[src/rtl/tcu_noc_burst_packer.sv]
// Packs a transfer command plus payload words into single or burst NoC flits; TCU_NOC_PACKER_LENCHK_EN adds a length check.
// Latency: command or payload word accepted at t gives its flit (noc_wrreq_o) at t+1, with no bubbles between flits.
// Backpressure: noc_stall_i freezes the output register; cmd_ready_o/dat_ready_o drop while it cannot reload.
module tcu_noc_burst_packer #(
    parameter int MAX_BURST_LEN   = 16,
    parameter int CNT_SIZE        = $clog2(MAX_BURST_LEN + 1),
    parameter int NOC_CHIPID_SIZE = 8,
    parameter int NOC_MODID_SIZE  = 8,
    parameter int NOC_MODE_SIZE   = 4,
    parameter int NOC_ADDR_SIZE   = 32,
    parameter int NOC_DATA_SIZE   = 64,
    parameter int NOC_BSEL_SIZE   = 8
) (
    input  logic                       clk_i,
    input  logic                       reset_i,
    input  logic [NOC_CHIPID_SIZE-1:0] home_chipid_i,
    input  logic [NOC_MODID_SIZE-1:0]  home_modid_i,
    input  logic                       cmd_valid_i,
    output logic                       cmd_ready_o,
    input  logic [NOC_CHIPID_SIZE-1:0] cmd_trg_chipid_i,
    input  logic [NOC_MODID_SIZE-1:0]  cmd_trg_modid_i,
    input  logic [NOC_MODE_SIZE-1:0]   cmd_mode_i,
    input  logic [NOC_ADDR_SIZE-1:0]   cmd_addr_i,
    input  logic [7:0]                 cmd_len_i,
    input  logic [NOC_DATA_SIZE-1:0]   cmd_data_i,
    input  logic [NOC_BSEL_SIZE-1:0]   cmd_bsel_i,
    input  logic                       dat_valid_i,
    output logic                       dat_ready_o,
    input  logic [NOC_DATA_SIZE-1:0]   dat_data0_i,
    input  logic [NOC_DATA_SIZE-1:0]   dat_data1_i,
    input  logic [NOC_BSEL_SIZE-1:0]   dat_bsel_i,
    output logic                       noc_wrreq_o,
    output logic                       noc_burst_o,
    output logic [NOC_BSEL_SIZE-1:0]   noc_bsel_o,
    output logic [NOC_CHIPID_SIZE-1:0] noc_src_chipid_o,
    output logic [NOC_MODID_SIZE-1:0]  noc_src_modid_o,
    output logic [NOC_CHIPID_SIZE-1:0] noc_trg_chipid_o,
    output logic [NOC_MODID_SIZE-1:0]  noc_trg_modid_o,
    output logic [NOC_MODE_SIZE-1:0]   noc_mode_o,
    output logic [NOC_ADDR_SIZE-1:0]   noc_addr_o,
    output logic [NOC_DATA_SIZE-1:0]   noc_data0_o,
    output logic [NOC_DATA_SIZE-1:0]   noc_data1_o,
    input  logic                       noc_stall_i,
    output logic                       busy_o,
    output logic                       err_o
);

    typedef enum logic [1:0] {IDLE = 2'd0, HEAD = 2'd1, DATA = 2'd2} state_t;

    state_t                     r_state;
    logic [CNT_SIZE-1:0]        r_cnt;
    logic                       r_vld;
    logic                       r_burst;
    logic [NOC_BSEL_SIZE-1:0]   r_bsel;
    logic [NOC_CHIPID_SIZE-1:0] r_src_chipid;
    logic [NOC_MODID_SIZE-1:0]  r_src_modid;
    logic [NOC_CHIPID_SIZE-1:0] r_trg_chipid;
    logic [NOC_MODID_SIZE-1:0]  r_trg_modid;
    logic [NOC_MODE_SIZE-1:0]   r_mode;
    logic [NOC_ADDR_SIZE-1:0]   r_addr;
    logic [NOC_DATA_SIZE-1:0]   r_data0;
    logic [NOC_DATA_SIZE-1:0]   r_data1;

    logic                w_xfer;
    logic                w_oreg_free;
    logic                w_cmd_acc;
    logic                w_dat_acc;
    logic                w_len_bad;
    logic [CNT_SIZE-1:0] w_len;

    // The output register may reload in the same cycle its flit leaves, so throughput is one flit per cycle.
    assign w_xfer      = r_vld && !noc_stall_i;
    assign w_oreg_free = !r_vld || w_xfer;
    assign cmd_ready_o = !reset_i && (r_state == IDLE) && w_oreg_free;
    assign dat_ready_o = (r_state == DATA) && w_oreg_free;
    assign w_cmd_acc   = cmd_valid_i && cmd_ready_o;
    assign w_dat_acc   = dat_valid_i && dat_ready_o;
    assign w_len       = CNT_SIZE'(cmd_len_i);

`ifdef TCU_NOC_PACKER_LENCHK_EN
    logic r_err;

    assign w_len_bad = (32'(cmd_len_i) > 32'(MAX_BURST_LEN));

    // High exactly during the single HEAD cycle that follows a rejected command.
    always_ff @(posedge clk_i or posedge reset_i) begin
        if (reset_i) begin
            r_err <= 1'b0;
        end else begin
            r_err <= (r_state == IDLE) && w_cmd_acc && w_len_bad;
        end
    end

    assign err_o = r_err;
`else
    assign w_len_bad = 1'b0;
    assign err_o     = 1'b0;
`endif

    always_ff @(posedge clk_i or posedge reset_i) begin
        if (reset_i) begin
            r_state      <= IDLE;
            r_cnt        <= '0;
            r_vld        <= 1'b0;
            r_burst      <= 1'b0;
            r_bsel       <= '0;
            r_src_chipid <= '0;
            r_src_modid  <= '0;
            r_trg_chipid <= '0;
            r_trg_modid  <= '0;
            r_mode       <= '0;
            r_addr       <= '0;
            r_data0      <= '0;
            r_data1      <= '0;
        end else begin
            if (w_xfer) begin
                r_vld <= 1'b0;
            end
            case (r_state)
                IDLE: begin
                    if (w_cmd_acc) begin
                        if (w_len_bad) begin
                            r_state <= HEAD;
                        end else begin
                            r_vld        <= 1'b1;
                            r_burst      <= (w_len != '0);
                            r_bsel       <= cmd_bsel_i;
                            r_src_chipid <= home_chipid_i;
                            r_src_modid  <= home_modid_i;
                            r_trg_chipid <= cmd_trg_chipid_i;
                            r_trg_modid  <= cmd_trg_modid_i;
                            r_mode       <= cmd_mode_i;
                            r_addr       <= cmd_addr_i;
                            r_data0      <= (w_len == '0) ? cmd_data_i : NOC_DATA_SIZE'(w_len);
                            r_data1      <= '0;
                            r_cnt        <= w_len;
                            if (w_len != '0) begin
                                r_state <= DATA;
                            end
                        end
                    end
                end
                HEAD: begin
                    r_state <= IDLE;
                end
                DATA: begin
                    if (w_dat_acc) begin
                        // The final payload flit clears burst so the FIFO sees the end of the burst.
                        r_vld        <= 1'b1;
                        r_burst      <= (r_cnt > CNT_SIZE'(1));
                        r_bsel       <= dat_bsel_i;
                        r_src_chipid <= '0;
                        r_src_modid  <= '0;
                        r_trg_chipid <= '0;
                        r_trg_modid  <= '0;
                        r_mode       <= '0;
                        r_addr       <= '0;
                        r_data0      <= dat_data0_i;
                        r_data1      <= dat_data1_i;
                        r_cnt        <= r_cnt - CNT_SIZE'(1);
                        if (r_cnt == CNT_SIZE'(1)) begin
                            r_state <= IDLE;
                        end
                    end
                end
                default: begin
                    r_state <= IDLE;
                end
            endcase
        end
    end

    assign noc_wrreq_o      = r_vld;
    assign noc_burst_o      = r_burst;
    assign noc_bsel_o       = r_bsel;
    assign noc_src_chipid_o = r_src_chipid;
    assign noc_src_modid_o  = r_src_modid;
    assign noc_trg_chipid_o = r_trg_chipid;
    assign noc_trg_modid_o  = r_trg_modid;
    assign noc_mode_o       = r_mode;
    assign noc_addr_o       = r_addr;
    assign noc_data0_o      = r_data0;
    assign noc_data1_o      = r_data1;
    assign busy_o           = (r_state != IDLE) || r_vld;

endmodule
[config.mk]
export PLATFORM = sky130hd
export DESIGN_NAME = tcu_noc_burst_packer
export DESIGN_NICKNAME = d
export VERILOG_FILES = /design/src/rtl/tcu_noc_burst_packer.sv
export SDC_FILE = /design/constraint.sdc
export NUM_CORES = 1
export LEC_CHECK = 0
export CORE_AREA = 2 2 196 198
export DETAILED_ROUTE_END_ITERATION = 12
export DIE_AREA = 0 0 198 200
export SYNTH_ARGS = -nofsm -noshare
export SYNTH_HDL_FRONTEND = slang
export SYNTH_SLANG_ARGS = --single-unit
[constraint.sdc]
create_clock -name clk_i -period 7.8 [get_ports clk_i]
set_clock_uncertainty 0.2 [all_clocks]
set_input_delay 1.56 -clock clk_i [delete_from_list [all_inputs] [get_ports clk_i]]
set_output_delay 1.56 -clock clk_i [all_outputs]
set_load 0.01 [all_outputs]
* Yosys cells after proc, flatten, opt, wreduce, memory -nomap -nowiden
Index checks and enable logic that the tools add are counted.
Storage, ports and cells: flip-flop bits (word level) 213, input port bits 289, output and inout bits 210
Operators by class: add/sub/neg operators 1, order comparisons 1, equal/unequal tests 6, mux-type cells 40, reductions and logical operators 18
Operators with widths (count):
- $mux 64 | 5
- $pmux 64 s2 | 2
- $pmux 8 s2 | 5
- $mux 32 | 2
- $pmux 32 s2 | 1
- $mux 8 | 7
- $mux 5 | 2
- $pmux 5 s2 | 1
- $mux 2 | 4
- $mux 4 | 2
- $pmux 4 s2 | 1
- $logic_and 1x1->1 | 6
- $eq 5x1->1 const B | 1
- $gt 5x1->1 const B | 1
- $logic_not 5->1 | 1
- $mux 1 | 5
- $reduce_bool 5->1 | 1
- $sub 5x1->5 const B | 1
- $ne 2x1->1 const B | 2
- $ne 2x2->1 const B | 2
- $pmux 1 s2 | 2
- $pmux 2 s2 | 1
- $reduce_and 4->1 | 1
- $reduce_bool 2->1 | 2
- other kinds (5) | 8

* Longest topological paths before layout
Gate-level depths: netlist (run 1).
word-level depth 7, gate-level depth with buffers 8

* Least setup slack after synthesis (run 1)
OpenSTA, ideal clock, no wires.
kind input to output, from in noc_stall_i, to out cmd_ready_o, arrival 1.987 ns, data required time 6.040 ns, setup slack 4.053 ns, stages on the path 2, buffers on the path 0, path through and2_1 > nor3_1
On the way: longest elaborated chain between the ends 4
Ends and longest elaborated chain:
- start, declared | RTL line 43 | input logic noc_stall_i,
- $logic_not 1->1 | RTL line 72 | assign w_xfer = r_vld && !noc_stall_i;
- $logic_and 1x1->1 | RTL line 72
- $logic_or 1x1->1 | RTL line 73 | assign w_oreg_free = !r_vld || w_xfer;
- $logic_and 1x1->1 | RTL line 74 | assign cmd_ready_o = !reset_i && (r_state == IDLE) && w_oreg_free;
- end, declared | RTL line 19 | output logic cmd_ready_o,
Every way passes these cells.

* Worst setup path after layout (run 1)
from in reset_i, to out cmd_ready_o
On the way: longest elaborated chain between the ends 3
Ends and longest elaborated chain:
- start, declared | RTL line 15 | input logic reset_i,
- $logic_not 1->1 (no line)
- $logic_and 1x1->1 (2 in a row) | RTL line 74
Every way passes these cells.

==> results_dict.tcl, run 1 <==
set metrics [dict create \
    fmax_mhz 209 \
    p_per_area_nw_per_um2 356 \
    pin_count 499 \
    synth.distinct_cells 38 \
    fill_cells 3681 \
    drcViolationCount 0 \
    syn_area_um2 9320 \
    dpl.hpwl_um 23300 \
    worst_setup_path_end_kind "output port" \
    post-route-period-util 0.614 \
    cts_tree "done" \
    r2r-start "r_state[1]" \
    viasPerCell 4.42 \
    r2r_setup_slack_ns 4.52 \
    seq_area_um2 5310 \
    dp_worst_setup_slack_ns 2.98 \
    portBuffers 494 \
    antenna_found_initial 1 \
    vias 8562 \
    cp_data_required_time_ns 6.04 \
    hold_path_class "reg2reg" \
    synthesis.nets 1246 \
    die_area_um2 39600 \
    design.core.area_um2 37400 \
    grt_pass1_vias 8709 \
    clock-root-buffer "clkbuf_16" \
    path_max_fanout 4 \
    drive_gt1_frac 0.0792 \
    multi_input_area_um2 3510 \
    final_cell_mix "494 x clkdlybuf4s50_1, 279 x nand2_1, 211 x dfrtp_1" \
    grt_pass1_wl_um 50200 \
    tightest_slew_ns 1.08 \
    grt_max_degree 130 \
    cts.clk_slew.worst_paths_ns 0.06 \
    rows 71 \
    final_common_cell "clkdlybuf4s50_1" \
    grtUsageTotal 0.160 \
    max_slew_margin 0.279 \
    rsz0062_at_grt "false" \
    numCtsBuffers 24 \
    die_h_um 200 \
    ir_drop_uv 182 \
    crit_type "in2out" \
    grt-ovfl-total 0 \
    cts_sinks 212 \
    status "finished, final reports clean" \
    drtPass1Iterations 4 \
    crit_start "reset_i" \
    routabilityCongestion 0.757 \
    setup_ws_ns 3.01 \
    max_cap_violations 0 \
    initial_core_util 0.249 \
    wirelength_um 33000 \
    worstPathArrival_ns 3.03 \
    finalSetupViolCount 0 \
    startpoint_type "primary input" \
    post_cts_buffers 0 \
    die_w_um 198 \
    hold_viol_final 0 \
    antenna_cells 0 \
    path_cells "clkdlybuf4s50_1, nor3_1, clkdlybuf4s50_1" \
    drt_iter0_drc 313 \
    cts_hold_buf 0 \
    clock_latency_ns 0.51 \
    worstHoldStart "noc_trg_chipid_o[5]" \
    cts.path.max_buffers 3 \
    totalNegativeSetupSlack_ns 0 \
    period_minus_slack_ns 4.79 \
    synth_cells 955 \
    total_leakage_power_uw 0.00666 \
    fin_util 0.411 \
    htreeDepth 1 \
    ant_nets 0 \
    crit_path_top_delay_cell "clkdlybuf4s50_1" \
    avgSynthCellArea_um2 9.76 \
    cts_resized 0 \
    cp_common_cell "clkdlybuf4s50_1" \
    ys_warn_count 0 \
    nets 1700 \
    area_delta_synth_final_pct 64.8 \
    ys_seq_elements 212 \
    wl_per_cell_um 17.0 \
    max_stage_delay_ns 0.60 \
    slew_violations 0 \
    ys_seq_area_frac 0.569 \
]
==> power by group <==
| part | switching, uW | internal, uW | leakage (uW) |
|---|---|---|---|
| combinational | 1240 | 1220 | 0.00360 |
| sequential | 271 | 1560 | 0.00265 |
| clock | 452 | 724 | 0.000414 |
| total | 1960 | 3510 | 0.00666 |
==> worst paths after layout <==
path	end	cells after the start
setup reg to reg	r_cnt[1]	5
hold reg to reg	noc_trg_chipid_o[5]	2
hold / removal	noc_trg_chipid_o[5]	2
setup / recovery	cmd_ready_o	3
min in group asynchronous	noc_addr_o[7]	2
max in group asynchronous	noc_data1_o[29]	3
==> cell families (layout without fill, tap and decap cells) <==
kind of cell,after synthesis,count (layout),synth area share
DFF,212,212,0.569
buffers and inverters,82,553,0.0554
other,1,1,0.000402
muxes,8,8,0.00859
and+or+nand+nor,529,529,0.237
adders and majority gates,2,2,0.00268
AOI/OAI and AO/OA,121,121,0.127
==> through the flow <==
| stage | std cells | hold slack, ns | power [uW] | instance area, um^2 |
|---|---|---|---|---|
| after floorplan | 955 | 0.305 | 2990 | 9320 |
| after global placement | 1894 | 0.248 | 4300 | 14500 |
| after detailed placement | 1894 | 0.254 | 4350 | 14500 |
| after CTS | 1937 | 0.268 | 5560 | 15400 |
| after global routing | 1937 | 0.287 | 5860 | 15400 |
| final | 1937 | 0.263 | 5470 | 15400 |
==> sequential cells by signal (all words and copies together), names as in the netlist, 4 cells and up <==
| register | count |
|---|---|
| noc_trg_modid_o | 8 |
| noc_src_modid_o | 8 |
| noc_addr_o | 32 |
| r_cnt | 5 |
| noc_data0_o | 64 |
| noc_mode_o | 4 |
| noc_src_chipid_o | 8 |
| noc_bsel_o | 8 |
| noc_trg_chipid_o | 8 |
| noc_data1_o | 64 |
==> metal layers <==
layer	vias up	part of all wire	GRT usage
li1	4125	-	-
met5	-	0.00039	0
met3	39	0.098	0.0591
met1	4062	0.41	0.195
met2	334	0.47	0.272
met4	2	0.017	0.0359
==> critical path: cells and delay by family <==
family        cells  cell delay [ns]
simple gates      1             0.29
buf+inv           2             1.18
==> cell type report <==
cell class,count,area share
multi-input cells,661,0.229
flip-flops and latches,212,0.346
repair buffers,506,0.329
well taps,511,0.0416
clock buffers,37,0.0489
inverters,4,0.00147
clock inverters,6,0.00521
==> cells in the mapped netlist (all sizes together) <==
cell type / count / area, um^2
nor3: 3 / 15.0
dfrtp: 212 / 5310
and2: 2 / 15.0
or4b: 1 / 10.0
mux2i: 8 / 80.1
clkbuf: 17 / 63.8
buf: 61 / 438
a21oi: 3 / 15.0
o21ai: 48 / 244
nor4: 2 / 27.5
nand2: 279 / 1050
or2: 1 / 6.26
a22o: 1 / 8.76
a32oi: 1 / 8.76
ha: 2 / 25.0
nor2: 122 / 458
nor3b: 2 / 26.3
nand3: 107 / 536
nand4: 3 / 18.8
a221oi: 64 / 880
or3: 2 / 17.5
inv: 4 / 15.0
conb: 1 / 3.75
o22ai: 3 / 18.8
o21a: 1 / 7.51
nor2b: 5 / 31.3
(Power assumes the default switching activity.)
==> run 2, diff against run 1 <==
- clock period: 7.8 -> 4.3 ns (I/O delays scaled with it)
==> run 2 against run 1 <==
Global-route usage increased by 0.32 points; combinational power increased by 84%; largest power group unchanged; core utilization increased by 0.88 points; hold slack got worse by 0.00075 ns; sequential share of layout area decreased by 0.73 points; first-iteration DRC count increased by 9.9%; cell count increased by 1.1%; via count increased by 1.2%; non-clock buffer count increased by 16; register-to-register slack got worse by 2.8 ns.
==> results_dict.tcl, run 2 (synthesis gave the netlist of run 1 again) <==
set metrics [dict create \
    drcViolationCount 0 \
    cts.clk_slew.worst_paths_ns 0.05 \
    slew_violations 0 \
    period_minus_slack_ns 3.31 \
    die_w_um 198 \
    totalNegativeSetupSlack_ns 0 \
    total_leakage_power_uw 0.00682 \
    final_common_cell "clkdlybuf4s50_1" \
    tightest_slew_ns 0.902 \
    power.total_uw 10200 \
    swShare 0.358 \
    post-route-period-util 0.770 \
    clock_latency_ns 0.55 \
    path_buf_inv 2 \
    crit_type "in2out" \
    dpl.hpwl_um 24500 \
    pin_count 499 \
    worstPathArrival_ns 2.25 \
    numCtsBuffers 26 \
    seq_area_um2 5310 \
    status "finished, final reports clean" \
    vias 8661 \
    nets 1718 \
    cts_sinks 212 \
    wirelength_um 33800 \
    grt-ovfl-total 0 \
    ir_drop_uv 424 \
    p_per_area_nw_per_um2 650 \
    fill_cells 3669 \
    design_area_um2 15700 \
    hold_path_class "reg2reg" \
    wl_per_cell_um 17.3 \
    setup_ws_ns 0.988 \
    internal_power_uw 6550 \
    clock-root-buffer "clkbuf_16" \
    cts.path.max_buffers 3 \
    portBuffers 494 \
    max_stage_delay_ns 0.59 \
    post_cts_buffers 0 \
    cts_tree "done" \
    drtPass1Iterations 4 \
    die_h_um 200 \
    hold_viol_final 0 \
    fmax_mhz 302 \
    cts_hold_buf 0 \
    max_slew_margin 0.394 \
    drive_gt1_frac 0.0905 \
    area_delta_synth_final_pct 68.4 \
    initial_core_util 0.249 \
    critPathTopFamily "buffers and inverters" \
    grt_pass1_wl_um 50800 \
    comb_power_share 0.444 \
    antenna_cells 0 \
    power.switching_uw 3660 \
    htreeDepth 1 \
    final_cell_mix "494 x clkdlybuf4s50_1, 279 x nand2_1, 211 x dfrtp_1" \
    viasPerCell 4.42 \
    path_cells "clkdlybuf4s50_1, and2_1, nor3_1, clkdlybuf4s50_1" \
    cts_resized 0 \
    rsz0062_at_grt "false" \
    design.core.area_um2 37400 \
    multi_input_area_um2 3510 \
    cp_data_required_time_ns 3.24 \
    finalSetupViolCount 0 \
    p_seq_frac 0.331 \
    cp_common_cell "clkdlybuf4s50_1" \
    drt_iter0_drc 344 \
    rows 71 \
    grtUsageTotal 0.164 \
    placedInstanceArea_um2 14800 \
    worst_setup_path_end_kind "output port" \
    routabilityCongestion 0.809 \
    ant_nets 0 \
    max_cap_violations 0 \
    grt_pass1_vias 8791 \
    startpoint_type "primary input" \
    pwr-share-clk 0.225 \
    path_max_fanout 4 \
    antenna_found_initial 1 \
    grt_max_degree 80 \
    dp_worst_setup_slack_ns 0.931 \
    crit_path_top_delay_cell "clkdlybuf4s50_1" \
    die_area_um2 39600 \
]
==> run 2: cell types whose count changed in the layout (fill, tap and decap cells not counted), sizes merged <==
cell / previous run / this run
bufinv: 2 / 3
inv: 4 / 3
buf: 12 / 28
clkinvlp: 0 / 1
clkbuf: 37 / 40
clkinv: 4 / 5
==> run 2: worst min-delay path, delay by kind of cell, from the launching register on <==
family | cells | cell delay, ns
flops | 1 | 0.33
simple gates | 2 | 0.10
==> run 2: per-layer routing <==
| layer | track usage | wire [um] | share of wire |
|---|---|---|---|
| met1 | 0.194 | 13500 | 0.40 |
| met2 | 0.278 | 15900 | 0.47 |
| met3 | 0.0655 | 3580 | 0.11 |
| met4 | 0.0404 | 828 | 0.024 |
| met5 | 0 | 18 | 0.00053 |
==> run 2: area by class of cell <==
type | instances | area share
multi-input combinational | 661 | 0.224
sequential | 212 | 0.338
timing repair buffer | 522 | 0.338
clock buffer | 40 | 0.0493
tap | 511 | 0.0407
clock inverter | 8 | 0.00853
inverter | 4 | 0.00120
==> run 2: metrics by stage <==
stage | instances | hold WS, ns | utilization
finish | 1958 | 0.262 | 0.420
global route | 1958 | 0.282 | 0.420
CTS | 1958 | 0.268 | 0.420
detailed placement | 1910 | 0.255 | 0.395
global placement | 1910 | 0.250 | 0.395
floorplan | 955 | 0.305 | -
==> run 2: worst paths after layout <==
path	from	to	slack (ns)	depth (start not counted)
hold reg to reg	noc_data1_o[59]	noc_data1_o[59]	0.26	2
setup / recovery	noc_stall_i	cmd_ready_o	0.99	4
hold / removal	noc_data1_o[59]	noc_data1_o[59]	0.26	2
max in group asynchronous	reset_i	noc_data0_o[16]	2.30	3
min in group asynchronous	reset_i	noc_addr_o[16]	0.78	2
setup reg to reg	r_state[1]	noc_data1_o[32]	1.73	5
==> run 2: power groups by stage <==
stage                     sequential (uW)  combinational, uW  clock (uW)
final                                3380               4530        2290
after global routing                 3490               4930        2450
after CTS                            3390               4610        2370
after detailed placement             3410               4600           0
after global placement               3370               4570           0
after floorplan                      3670               1760           0
==> run 3, diff against run 2 <==
- clock period: 4.3 -> 2.8 ns (I/O delays scaled with it)
==> run 3 against run 2 <==
Total power increased by 53%; routed wire length down 0.48%; critical path depth did not move; flip-flop and latch count unchanged; non-clock buffer count up 3.
==> results_dict.tcl, run 3 (synthesis gave the netlist of run 1 again) <==
set metrics [dict create \
    max_cap_violations 0 \
    post-route-period-util 0.955 \
    cp_data_required_time_ns 2.04 \
    worst_setup_path_end_kind "output port" \
    fin_util 0.421 \
    dpl.hpwl_um 24700 \
    post_cts_buffers 0 \
    drt_iter0_drc 297 \
    cts_tree "done" \
    setup_ws_ns 0.127 \
    cts_hold_buf 0 \
    wirelength_um 33700 \
    drive_gt1_frac 0.0932 \
    nets 1721 \
    rsz0062_at_grt "false" \
    fill_cells 3633 \
    die_area_um2 39600 \
    pin_count 499 \
    slew_violations 0 \
    cts_resized 0 \
    ant_nets 0 \
    antenna_cells 0 \
    initial_core_util 0.249 \
    antenna_found_initial 0 \
    hold_path_class "reg2reg" \
    startpoint_type "primary input" \
    numCtsBuffers 26 \
    period_minus_slack_ns 2.67 \
    grt_pass1_vias 8906 \
    ir_drop_uv 515 \
    cts.path.max_buffers 3 \
    htreeDepth 1 \
    cts.clk_slew.worst_paths_ns 0.06 \
    viasPerCell 4.41 \
    die_w_um 198 \
    max_stage_delay_ns 0.57 \
    tightest_slew_ns 0.804 \
    finalSetupViolCount 0 \
    routabilityCongestion 0.789 \
    die_h_um 200 \
    grt-ovfl-total 0 \
    crit_path_top_delay_cell "clkdlybuf4s50_1" \
    vias 8650 \
    area_delta_synth_final_pct 69.0 \
    path_max_fanout 4 \
    max_slew_margin 0.464 \
    total_leakage_power_uw 0.00684 \
    final_cell_mix "494 x clkdlybuf4s50_1, 279 x nand2_1, 211 x dfrtp_1" \
    clock-root-buffer "clkbuf_16" \
    cts_sinks 212 \
    hold_viol_final 0 \
    drtPass1Iterations 5 \
    p_per_area_nw_per_um2 989 \
    fmax_mhz 374 \
    drcViolationCount 0 \
    worstPathArrival_ns 1.91 \
    dp_worst_setup_slack_ns 0.111 \
    grtUsageTotal 0.164 \
    crit_type "in2out" \
    cp_common_cell "clkdlybuf4s50_1" \
    final_common_cell "clkdlybuf4s50_1" \
    wl_per_cell_um 17.2 \
    status "finished, final reports clean" \
    grt_pass1_wl_um 50900 \
    portBuffers 494 \
    clock_latency_ns 0.52 \
    design.core.area_um2 37400 \
    grt_max_degree 113 \
    path_cells "clkdlybuf4s50_1, and2_1, nor3_1, clkdlybuf4s50_1" \
    rows 71 \
]
[run 3: per-layer routing]
metal | global-route usage | part of all wire
met4 | 0.0585 | 0.029
met3 | 0.0489 | 0.086
met2 | 0.278 | 0.48
met1 | 0.197 | 0.41
met5 | 0 | 0
[run 3: path summary, 6_finish.rpt]
| kind | cells after the start | slack [ns] | endpoint | from |
|---|---|---|---|---|
| min in group asynchronous | 4 | 0.59 | noc_addr_o[3] | reset_i |
| setup reg to reg | 6 | 0.73 | noc_data1_o[57] | r_state[1] |
| setup / recovery | 4 | 0.13 | cmd_ready_o | noc_stall_i |
| max in group asynchronous | 5 | 1.33 | noc_data1_o[8] | reset_i |
| hold reg to reg | 2 | 0.26 | noc_data1_o[30] | noc_data1_o[30] |
| hold / removal | 2 | 0.26 | noc_data1_o[30] | noc_data1_o[30] |
[run 3: cell type report]
class / count / area, um^2 / area share
timing repair buffer: 525 / 5420 / 0.344
clock buffer: 38 / 777 / 0.0493
multi-input combinational: 661 / 3510 / 0.223
clock inverter: 9 / 78.8 / 0.00500
sequential: 212 / 5310 / 0.337
inverter: 4 / 18.8 / 0.00119
tap: 511 / 639 / 0.0406
[run 3: worst max-delay path: cells and delay by family]
kind | cells | cell delay, ns
AND/OR/NAND/NOR | 2 | 0.35
buffers and inverters | 2 | 1.01
[run 3: per-stage QoR]
step	total power, uW	instances	setup TNS, ns	instance area, um^2	hold WS [ns]
floorplan	8340	955	-151.83	9330	0.305
global placement	12300	1913	0	14900	0.248
detailed placement	12400	1913	0	14900	0.254
CTS	15800	1960	0	15800	0.268
global route	16600	1960	0	15800	0.285
finish	15600	1960	0	15800	0.261
[run 3: power breakdown]
| group | internal [uW] | switching [uW] |
|---|---|---|
| clock network | 2010 | 1340 |
| registers | 4360 | 738 |
| logic | 3600 | 3540 |
| total | 9970 | 5620 |
